===== config.mk =====
export PLATFORM = sky130hd
export DESIGN_NAME = conv_layer_sequencer_flat
export DESIGN_NICKNAME = d
export VERILOG_FILES = /design/src/rtl/conv_layer_sequencer_pkg.sv /design/src/rtl/conv_layer_sequencer_if.sv /design/src/rtl/conv_layer_sequencer_valid_delay_line.sv /design/src/rtl/conv_layer_sequencer.sv /design/src/flat_wrapper.sv
export SDC_FILE = /design/constraint.sdc
export NUM_CORES = 1
export LEC_CHECK = 0
export CAP_MARGIN = 0
export CORE_ASPECT_RATIO = 0.9
export CORE_UTILIZATION = 30
export CTS_CLUSTER_SIZE = 28
export DETAILED_ROUTE_END_ITERATION = 10
export SYNTH_ARGS = -nofsm -noshare
export SYNTH_HDL_FRONTEND = slang
export SYNTH_SLANG_ARGS = --single-unit

===== constraint.sdc =====
create_clock -name clk -period 2 [get_ports clk]
set_clock_uncertainty 0.15 [all_clocks]
set_input_delay 0.6 -clock clk [delete_from_list [all_inputs] [get_ports clk]]
set_output_delay 0.6 -clock clk [all_outputs]
set_load 0.05 [all_outputs]

===== src/rtl/conv_layer_sequencer_pkg.sv =====
// ---------------------------------------------------------------------------
// conv_layer_sequencer_pkg
// Shared definitions for the two-layer 1-D CNN sequencer: default geometry,
// FSM state encoding and the per-layer length helpers.
// ---------------------------------------------------------------------------
package conv_layer_sequencer_pkg;

    localparam int DATANUM_DEF    = 32'd15;
    localparam int TAPS_DEF       = 32'd3;
    localparam int NUM_LAYERS_DEF = 32'd2;
    localparam int PIPE_LAT_DEF   = 32'd2;
    localparam int LAYER_W_DEF    = (NUM_LAYERS_DEF > 32'd1) ? $clog2(NUM_LAYERS_DEF) : 32'd1;

    typedef enum logic [2:0] {
        ST_IDLE  = 3'd0,
        ST_CLR   = 3'd1,
        ST_LOAD  = 3'd2,
        ST_CONV  = 3'd3,
        ST_DRAIN = 3'd4,
        ST_DONE  = 3'd5
    } seq_state_t;

    // Samples loaded for a layer: each previous layer shrank the stream by taps-1.
    function automatic int unsigned layer_load_len(input int unsigned datanum,
                                                   input int unsigned taps,
                                                   input int unsigned layer);
        return datanum - (taps - 32'd1) * layer;
    endfunction

    // Number of full windows that fit in the loaded samples of a layer.
    function automatic int unsigned layer_win_len(input int unsigned datanum,
                                                  input int unsigned taps,
                                                  input int unsigned layer);
        return layer_load_len(datanum, taps, layer) - (taps - 32'd1);
    endfunction

endpackage


===== src/rtl/conv_layer_sequencer_if.sv =====
// ---------------------------------------------------------------------------
// conv_layer_sequencer_if
// Control/handshake bundle between the sequencer and its environment.
//   start_i, abort_i      run control (from environment)
//   in_valid / in_ready   input sample handshake
//   rf_we, cnt_start      register-file write and write-counter start
//   read_en, addr_clr     read-counter enable and counter clear
//   out_valid             MAC result valid
//   layer_idx, busy, done status
// master: environment side, slave: sequencer side.
// ---------------------------------------------------------------------------
interface conv_layer_sequencer_if
    import conv_layer_sequencer_pkg::*;
#(
    parameter int LAYER_W = LAYER_W_DEF
);
    logic               start_i;
    logic               abort_i;
    logic               in_valid;
    logic               in_ready;
    logic               rf_we;
    logic               cnt_start;
    logic               read_en;
    logic               addr_clr;
    logic               out_valid;
    logic [LAYER_W-1:0] layer_idx;
    logic               busy;
    logic               done;

    modport master (
        output start_i, abort_i, in_valid,
        input  in_ready, rf_we, cnt_start, read_en, addr_clr,
               out_valid, layer_idx, busy, done
    );

    modport slave (
        input  start_i, abort_i, in_valid,
        output in_ready, rf_we, cnt_start, read_en, addr_clr,
               out_valid, layer_idx, busy, done
    );
endinterface


===== src/rtl/conv_layer_sequencer_valid_delay_line.sv =====
// ---------------------------------------------------------------------------
// valid_delay_line
// Shift register that turns read_en into the MAC result valid, PIPE_LAT
// cycles later. A synchronous flush empties it so no stale result is flagged
// after an abort.
//   clk, rst   clock, asynchronous active-high reset
//   flush      synchronous clear of all stages
//   din        read_en of the current cycle
//   dout       din delayed by PIPE_LAT cycles (registered)
// ---------------------------------------------------------------------------
module valid_delay_line #(
    parameter int PIPE_LAT = 32'd2
) (
    input  logic clk,
    input  logic rst,
    input  logic flush,
    input  logic din,
    output logic dout
);
    logic [PIPE_LAT-1:0] shift_r;

    // delay stages, flush wins over shifting
    always_ff @(posedge clk or posedge rst) begin
        if (rst) begin
            shift_r <= {PIPE_LAT{1'b0}};
        end else if (flush) begin
            shift_r <= {PIPE_LAT{1'b0}};
        end else begin
            shift_r[0] <= din;
            for (int i = 1; i < PIPE_LAT; i++) begin
                shift_r[i] <= shift_r[i-1];
            end
        end
    end

    assign dout = shift_r[PIPE_LAT-1];
endmodule


===== src/rtl/conv_layer_sequencer.sv =====
// ---------------------------------------------------------------------------
// conv_layer_sequencer
// Top-level sequencer of the two-layer 1-D CNN datapath. Per layer it clears
// the address counters, loads the layer's input samples into the register
// file, sweeps one TAPS-wide window per cycle and waits for the MAC pipeline
// to drain before moving on to the next layer.
//   clk    clock, rising edge
//   rst_n  asynchronous reset, active HIGH (name kept for the codebase)
//   bus    conv_layer_sequencer_if.slave control/handshake bundle
// ---------------------------------------------------------------------------
module conv_layer_sequencer
    import conv_layer_sequencer_pkg::*;
#(
    parameter int DATANUM    = DATANUM_DEF,
    parameter int TAPS       = TAPS_DEF,
    parameter int NUM_LAYERS = NUM_LAYERS_DEF,
    parameter int PIPE_LAT   = PIPE_LAT_DEF
) (
    input  logic                 clk,
    input  logic                 rst_n,
    conv_layer_sequencer_if.slave bus
);
    localparam int CNT_W   = $clog2(DATANUM + 32'd1);
    localparam int LAYER_W = (NUM_LAYERS > 32'd1) ? $clog2(NUM_LAYERS) : 32'd1;

    seq_state_t         state_r, state_s;
    logic [CNT_W-1:0]   load_cnt_r, load_cnt_s;
    logic [CNT_W-1:0]   step_cnt_r, step_cnt_s;
    logic [LAYER_W-1:0] layer_r, layer_s;
    logic [CNT_W-1:0]   load_last_s, win_last_s;

    logic in_ready_r, in_ready_s;
    logic read_en_r, read_en_s;
    logic addr_clr_r, addr_clr_s;
    logic busy_r, busy_s;
    logic done_r, done_s;
    logic rf_we_s;
    logic out_valid_s;

    // Last count values for the current layer; the counters only ever run
    // up to these, so no address counter wraps inside a layer.
    assign load_last_s = CNT_W'(layer_load_len(DATANUM, TAPS, 32'(layer_r)) - 32'd1);
    assign win_last_s  = CNT_W'(layer_win_len(DATANUM, TAPS, 32'(layer_r)) - 32'd1);

    // A sample is written only when it is offered while loading.
    assign rf_we_s = bus.in_valid & in_ready_r;

    // next-state, counter and output decode
    always_comb begin
        state_s    = state_r;
        load_cnt_s = load_cnt_r;
        step_cnt_s = step_cnt_r;
        layer_s    = layer_r;

        if (bus.abort_i) begin
            state_s    = ST_IDLE;
            load_cnt_s = {CNT_W{1'b0}};
            step_cnt_s = {CNT_W{1'b0}};
            layer_s    = {LAYER_W{1'b0}};
        end else begin
            case (state_r)
                ST_IDLE: begin
                    if (bus.start_i) begin
                        state_s = ST_CLR;
                        layer_s = {LAYER_W{1'b0}};
                    end else begin
                        state_s = ST_IDLE;
                    end
                end
                ST_CLR: begin
                    state_s    = ST_LOAD;
                    load_cnt_s = {CNT_W{1'b0}};
                end
                ST_LOAD: begin
                    if (rf_we_s) begin
                        if (load_cnt_r == load_last_s) begin
                            state_s    = ST_CONV;
                            load_cnt_s = {CNT_W{1'b0}};
                            step_cnt_s = {CNT_W{1'b0}};
                        end else begin
                            load_cnt_s = load_cnt_r + {{(CNT_W-1){1'b0}}, 1'b1};
                        end
                    end else begin
                        state_s = ST_LOAD;
                    end
                end
                ST_CONV: begin
                    if (step_cnt_r == win_last_s) begin
                        state_s    = ST_DRAIN;
                        step_cnt_s = {CNT_W{1'b0}};
                    end else begin
                        step_cnt_s = step_cnt_r + {{(CNT_W-1){1'b0}}, 1'b1};
                    end
                end
                ST_DRAIN: begin
                    // the last window's result is flagged in the final drain cycle
                    if (step_cnt_r == CNT_W'(PIPE_LAT - 32'd1)) begin
                        step_cnt_s = {CNT_W{1'b0}};
                        if (layer_r < LAYER_W'(NUM_LAYERS - 32'd1)) begin
                            state_s = ST_CLR;
                            layer_s = layer_r + {{(LAYER_W-1){1'b0}}, 1'b1};
                        end else begin
                            state_s = ST_DONE;
                        end
                    end else begin
                        step_cnt_s = step_cnt_r + {{(CNT_W-1){1'b0}}, 1'b1};
                    end
                end
                ST_DONE: begin
                    // layer_idx reads 0 whenever the sequencer is idle
                    state_s = ST_IDLE;
                    layer_s = {LAYER_W{1'b0}};
                end
                default: begin
                    state_s    = ST_IDLE;
                    load_cnt_s = {CNT_W{1'b0}};
                    step_cnt_s = {CNT_W{1'b0}};
                    layer_s    = {LAYER_W{1'b0}};
                end
            endcase
        end

        // outputs are decoded from the next state so they can be registered
        in_ready_s = (state_s == ST_LOAD);
        read_en_s  = (state_s == ST_CONV);
        addr_clr_s = (state_s == ST_CLR);
        busy_s     = (state_s != ST_IDLE);
        done_s     = (state_s == ST_DONE);
    end

    // state, counters and registered outputs
    always_ff @(posedge clk or posedge rst_n) begin
        if (rst_n) begin
            state_r    <= ST_IDLE;
            load_cnt_r <= {CNT_W{1'b0}};
            step_cnt_r <= {CNT_W{1'b0}};
            layer_r    <= {LAYER_W{1'b0}};
            in_ready_r <= 1'b0;
            read_en_r  <= 1'b0;
            addr_clr_r <= 1'b0;
            busy_r     <= 1'b0;
            done_r     <= 1'b0;
        end else begin
            state_r    <= state_s;
            load_cnt_r <= load_cnt_s;
            step_cnt_r <= step_cnt_s;
            layer_r    <= layer_s;
            in_ready_r <= in_ready_s;
            read_en_r  <= read_en_s;
            addr_clr_r <= addr_clr_s;
            busy_r     <= busy_s;
            done_r     <= done_s;
        end
    end

    valid_delay_line #(
        .PIPE_LAT (PIPE_LAT)
    ) u_valid_delay_line (
        .clk   (clk),
        .rst   (rst_n),
        .flush (bus.abort_i),
        .din   (read_en_r),
        .dout  (out_valid_s)
    );

    assign bus.in_ready  = in_ready_r;
    assign bus.rf_we     = rf_we_s;
    assign bus.cnt_start = rf_we_s;
    assign bus.read_en   = read_en_r;
    assign bus.addr_clr  = addr_clr_r;
    assign bus.out_valid = out_valid_s;
    assign bus.layer_idx = layer_r;
    assign bus.busy      = busy_r;
    assign bus.done      = done_r;
endmodule


===== src/flat_wrapper.sv =====
// flat-port wrapper written by rule: the top's interface ports become plain ports
module conv_layer_sequencer_flat import conv_layer_sequencer_pkg::*;
#(
    parameter int DATANUM    = DATANUM_DEF,
    parameter int TAPS       = TAPS_DEF,
    parameter int NUM_LAYERS = NUM_LAYERS_DEF,
    parameter int PIPE_LAT   = PIPE_LAT_DEF
)
  (clk, rst_n, bus_start_i, bus_abort_i, bus_in_valid, bus_in_ready, bus_rf_we, bus_cnt_start, bus_read_en, bus_addr_clr, bus_out_valid, bus_layer_idx, bus_busy, bus_done);
  conv_layer_sequencer_if bus_i ();
  input  logic clk;
  input  logic rst_n;
  input wire logic [$bits(bus_i.start_i)-1:0] bus_start_i;
  input wire logic [$bits(bus_i.abort_i)-1:0] bus_abort_i;
  input wire logic [$bits(bus_i.in_valid)-1:0] bus_in_valid;
  output wire logic [$bits(bus_i.in_ready)-1:0] bus_in_ready;
  output wire logic [$bits(bus_i.rf_we)-1:0] bus_rf_we;
  output wire logic [$bits(bus_i.cnt_start)-1:0] bus_cnt_start;
  output wire logic [$bits(bus_i.read_en)-1:0] bus_read_en;
  output wire logic [$bits(bus_i.addr_clr)-1:0] bus_addr_clr;
  output wire logic [$bits(bus_i.out_valid)-1:0] bus_out_valid;
  output wire logic [$bits(bus_i.layer_idx)-1:0] bus_layer_idx;
  output wire logic [$bits(bus_i.busy)-1:0] bus_busy;
  output wire logic [$bits(bus_i.done)-1:0] bus_done;
  assign bus_i.start_i = bus_start_i;
  assign bus_i.abort_i = bus_abort_i;
  assign bus_i.in_valid = bus_in_valid;
  assign bus_in_ready = bus_i.in_ready;
  assign bus_rf_we = bus_i.rf_we;
  assign bus_cnt_start = bus_i.cnt_start;
  assign bus_read_en = bus_i.read_en;
  assign bus_addr_clr = bus_i.addr_clr;
  assign bus_out_valid = bus_i.out_valid;
  assign bus_layer_idx = bus_i.layer_idx;
  assign bus_busy = bus_i.busy;
  assign bus_done = bus_i.done;
  conv_layer_sequencer #(.DATANUM(DATANUM), .TAPS(TAPS), .NUM_LAYERS(NUM_LAYERS), .PIPE_LAT(PIPE_LAT)) u_core (.clk(clk), .rst_n(rst_n), .bus(bus_i));
endmodule

==> impl_metrics.csv <==
group,metric,value,unit
run_status,outcome,"completed",
placed_design,gp_congestion,0.942,
synthesis,synth-edff-count,0,
synthesis,synthSimpleGateAreaFrac,19.5,%
timing,fin_crit_sh,96.4,%
synthesis,synthMuxAreaShare,1.00,%
synthesis,synthCells,104,
timing,max_freq,0.518,GHz
grt,grt_usage,13.4,%
detailed_routing,drt_first_pass_iters,4,
finish,insertedDiodeCount,0,
detailed_routing,ant_nets,0,
synthesis,synth_compound_area_share,25.9,%
floorplan,core_area,3480,um^2
placed_design,pre_cts_ws,-0.283,ns
synthesis,synth_nets,112,
timing,drv_slew,0,
finish,drive_gt1_share,29.1,%
setup_path,slowest_stage,"dlygate4sd2_1",
placed_design,port_buffers,13,
floorplan,die_h,60.1,um
grt,antenna_found_initial,0,
setup_path,r2r-start,"u_core.state_r[2]",
synthesis,synth_top_family_by_area,"compound AO/OA/AOI/OAI gates",
finish,stdcell_count,171,
pwr,powerDensity,591,nW/um^2
finish,final_common_cell,"dfrtp_1",
clock_tree,ctsHoldBuffers,0,
finish,layout_common_cells,"dfrtp_1, buf_4, inv_1",
timing,final-setup-viol-count,0,
clock_tree,cts_buffers,3,
detailed_routing,initialDrtViolationCount,27,
pwr,leakage,0.000635,uW
floorplan,die_area,4000,um^2
synthesis,synth_xor_area_share,1.56,%
run,cap_viol_max_count,0,
setup_path,reg2reg_depth,4,
synthesis,yosysSeqAreaShare,42.3,%
grt,grtUsageMet2,20.8,%
detailed_routing,wl_per_cell,13.8,um
setup_path,reg2reg_slack,0.09,ns
hold_path,min_path_cells,1,
setup_path,cp.required,1.25,ns
timing,timing.final.ws_setup,0.0713,ns
detailed_routing,drc,0,
floorplan,floorplan.initialDensity,32.3,%
grt,grt_use_met3,4.20,%
hold_path,hold_path_class,"flip-flop to flip-flop",
timing,rsz0062_at_grt,"false",
grt,grtUsageMet1,16.8,%
timing,setup_tns,0,ns
detailed_routing,vias_per_cell,5.29,
clock_tree,h-tree-depth,1,
placed_design,placed_area,1400,um^2
finish,multi_input_area,584,um^2
clock_tree,cts.path.max_buffers,2,
synthesis,synthFlopType,"dfrtp_1",
setup_path,cp-start-kind,"input pin",
hold_path,hold_end,"u_core.u_valid_delay_line.shift_r[1]",
synthesis,synthArstFlopShare,100,%
timing,worst_pin_slew,0.368,ns
floorplan,io_pins,14,
hold_path,hold_path_startpoint,"u_core.u_valid_delay_line.shift_r[0]",
grt,grt_start_max_net_pins,20,
synthesis,syn_area,1120,um^2
setup_path,path_class,"input pin to output port",
synthesis,synth_fa_ha_area_share,3.34,%
detailed_routing,drt_wl_total,2.37,mm
synthesis,ys_seq_elements,19,
finish,area_delta_synth_final,28.6,%
grt,grt_pass1_vias,875,
detailed_routing,via_count,904,
grt,grt_pass1_wl,3.92,mm
placed_design,dp.cells,167,
clock_tree,clkTransAtPathRegs,0.07,ns
grt,busiest_layer,"met2",
finish,seqCellArea,475,um^2
synthesis,synth.avg_cell_area,10.8,um^2
timing,fin_crit,1.93,ns
pwr,vdd_drop_max,350,uV
clock_tree,cts_root_buf,"clkbuf_8",
setup_path,end_kind,"output port",
setup_path,crit_fanout,4,
finish,nets,136,
grt,gr-total-overflow,0,
clock_tree,clk-insertion-delay-late,0.25,ns
setup_path,cp_cell_sequence,"dlygate4sd2_1, and2_4, buf_12",
finish,final_area,1450,um^2
placed_design,dpl.hpwl,1.81,mm
synthesis,synth_cell_types,42,
timing,relSlewSlack,75.3,%
setup_path,critPathMaxStageDelay,0.24,ns
floorplan,rows,20,
clock_tree,cts_tree,"yes",
synthesis,ys_warn_count,0,
floorplan,die_x,66.5,um
clock_tree,clock-sinks,19,
timing,finalHoldViolations,0,
setup_path,cp.arrival,1.18,ns
finish,nFillCells,328,
setup_path,r2r_end,"u_core.step_cnt_r[2]",
-- where the power goes --
group	total, uW	leakage [uW]	switching [uW]	internal [uW]
sequential	418	0.000261	19.4	399
clock	265	0.0000255	127	138
combinational	172	0.000349	96.2	76.1
total	855	0.000635	242	613
-- cells by family after synthesis --
logic type | count (synthesis)
compound gates | 30
xor+xnor | 2
fa+ha+maj | 3
buf+inv | 14
flops | 19
mux | 1
simple gates | 35
-- metrics by stage --
stage	utilization [%]	hold WS, ns	total power [uW]
floorplan	-	0.289	532
detailed placement	40.1	0.321	597
CTS	41.4	0.345	869
finish	41.6	0.335	855
global route	41.6	0.369	901
global placement	40.1	0.295	596
-- worst max-delay path: cells and delay by family --
kind / cells / cell delay (ns)
buffers and inverters: 2 / 0.39
and+or+nand+nor: 1 / 0.19
-- cells in the mapped netlist, types with 2 or more instances --
cell,instances,area (um^2)
xnor2_1,2,17.5
a22o_1,2,17.5
a2bb2oi_1,2,17.5
a311oi_1,2,17.5
a211oi_1,2,15.0
nand2_1,4,15.0
a2111oi_4,2,55.1
inv_1,9,33.8
nor3b_1,3,22.5
nor2b_1,5,31.3
nor2_1,4,15.0
o21ai_0,4,20.0
buf_6,2,22.5
ha_1,3,37.5
nand3_1,5,25.0
dfrtp_1,19,475
a21oi_1,4,20.0
and2_1,3,18.8
and3b_1,4,35.0
-- per-layer routing --
layer | routed length, um | share of wire, %
met1 | 1110 | 47
met2 | 1080 | 46
met3 | 111 | 4.7
met4 | 67 | 2.8
met5 | 0 | 0
-- worst max-delay path by stage --
stage | cells past startpoint | end | startpoint
after floorplan | 2 | bus_rf_we | u_core.bus.in_ready
after global placement | 5 | u_core.bus.addr_clr | bus_in_valid
after detailed placement | 5 | u_core.bus.addr_clr | bus_in_valid
after CTS | 3 | bus_rf_we | bus_in_valid
after global routing | 4 | u_core.bus.addr_clr | u_core.state_r[2]
final | 3 | bus_rf_we | bus_in_valid
-- cell type report --
class,count,area share (%)
clock buffers,3,2.85
clock inverters,1,0.346
inverters,9,2.34
multi-input cells,71,40.4
flip-flops and latches,19,32.9
well taps,44,3.81
repair buffers,24,17.4
-- registers in the layout (all words and copies together) (netlist names) --
signal	cells
u_core.bus.busy	1
u_core.bus.layer_idx	1
u_core.bus.read_en	1
u_core.u_valid_delay_line.shift_r	2
u_core.step_cnt_r	4
u_core.bus.in_ready	1
u_core.bus.done	1
u_core.state_r	3
u_core.load_cnt_r	4
u_core.bus.addr_clr	1
-- repair_timing --
item / in CTS / in global routing
endpoints found under the setup margin: 3 / 1
setup buffers: 0 / 0
gates resized for setup: 1 / 1
Note: power is estimated with default switching activity, not from simulation.
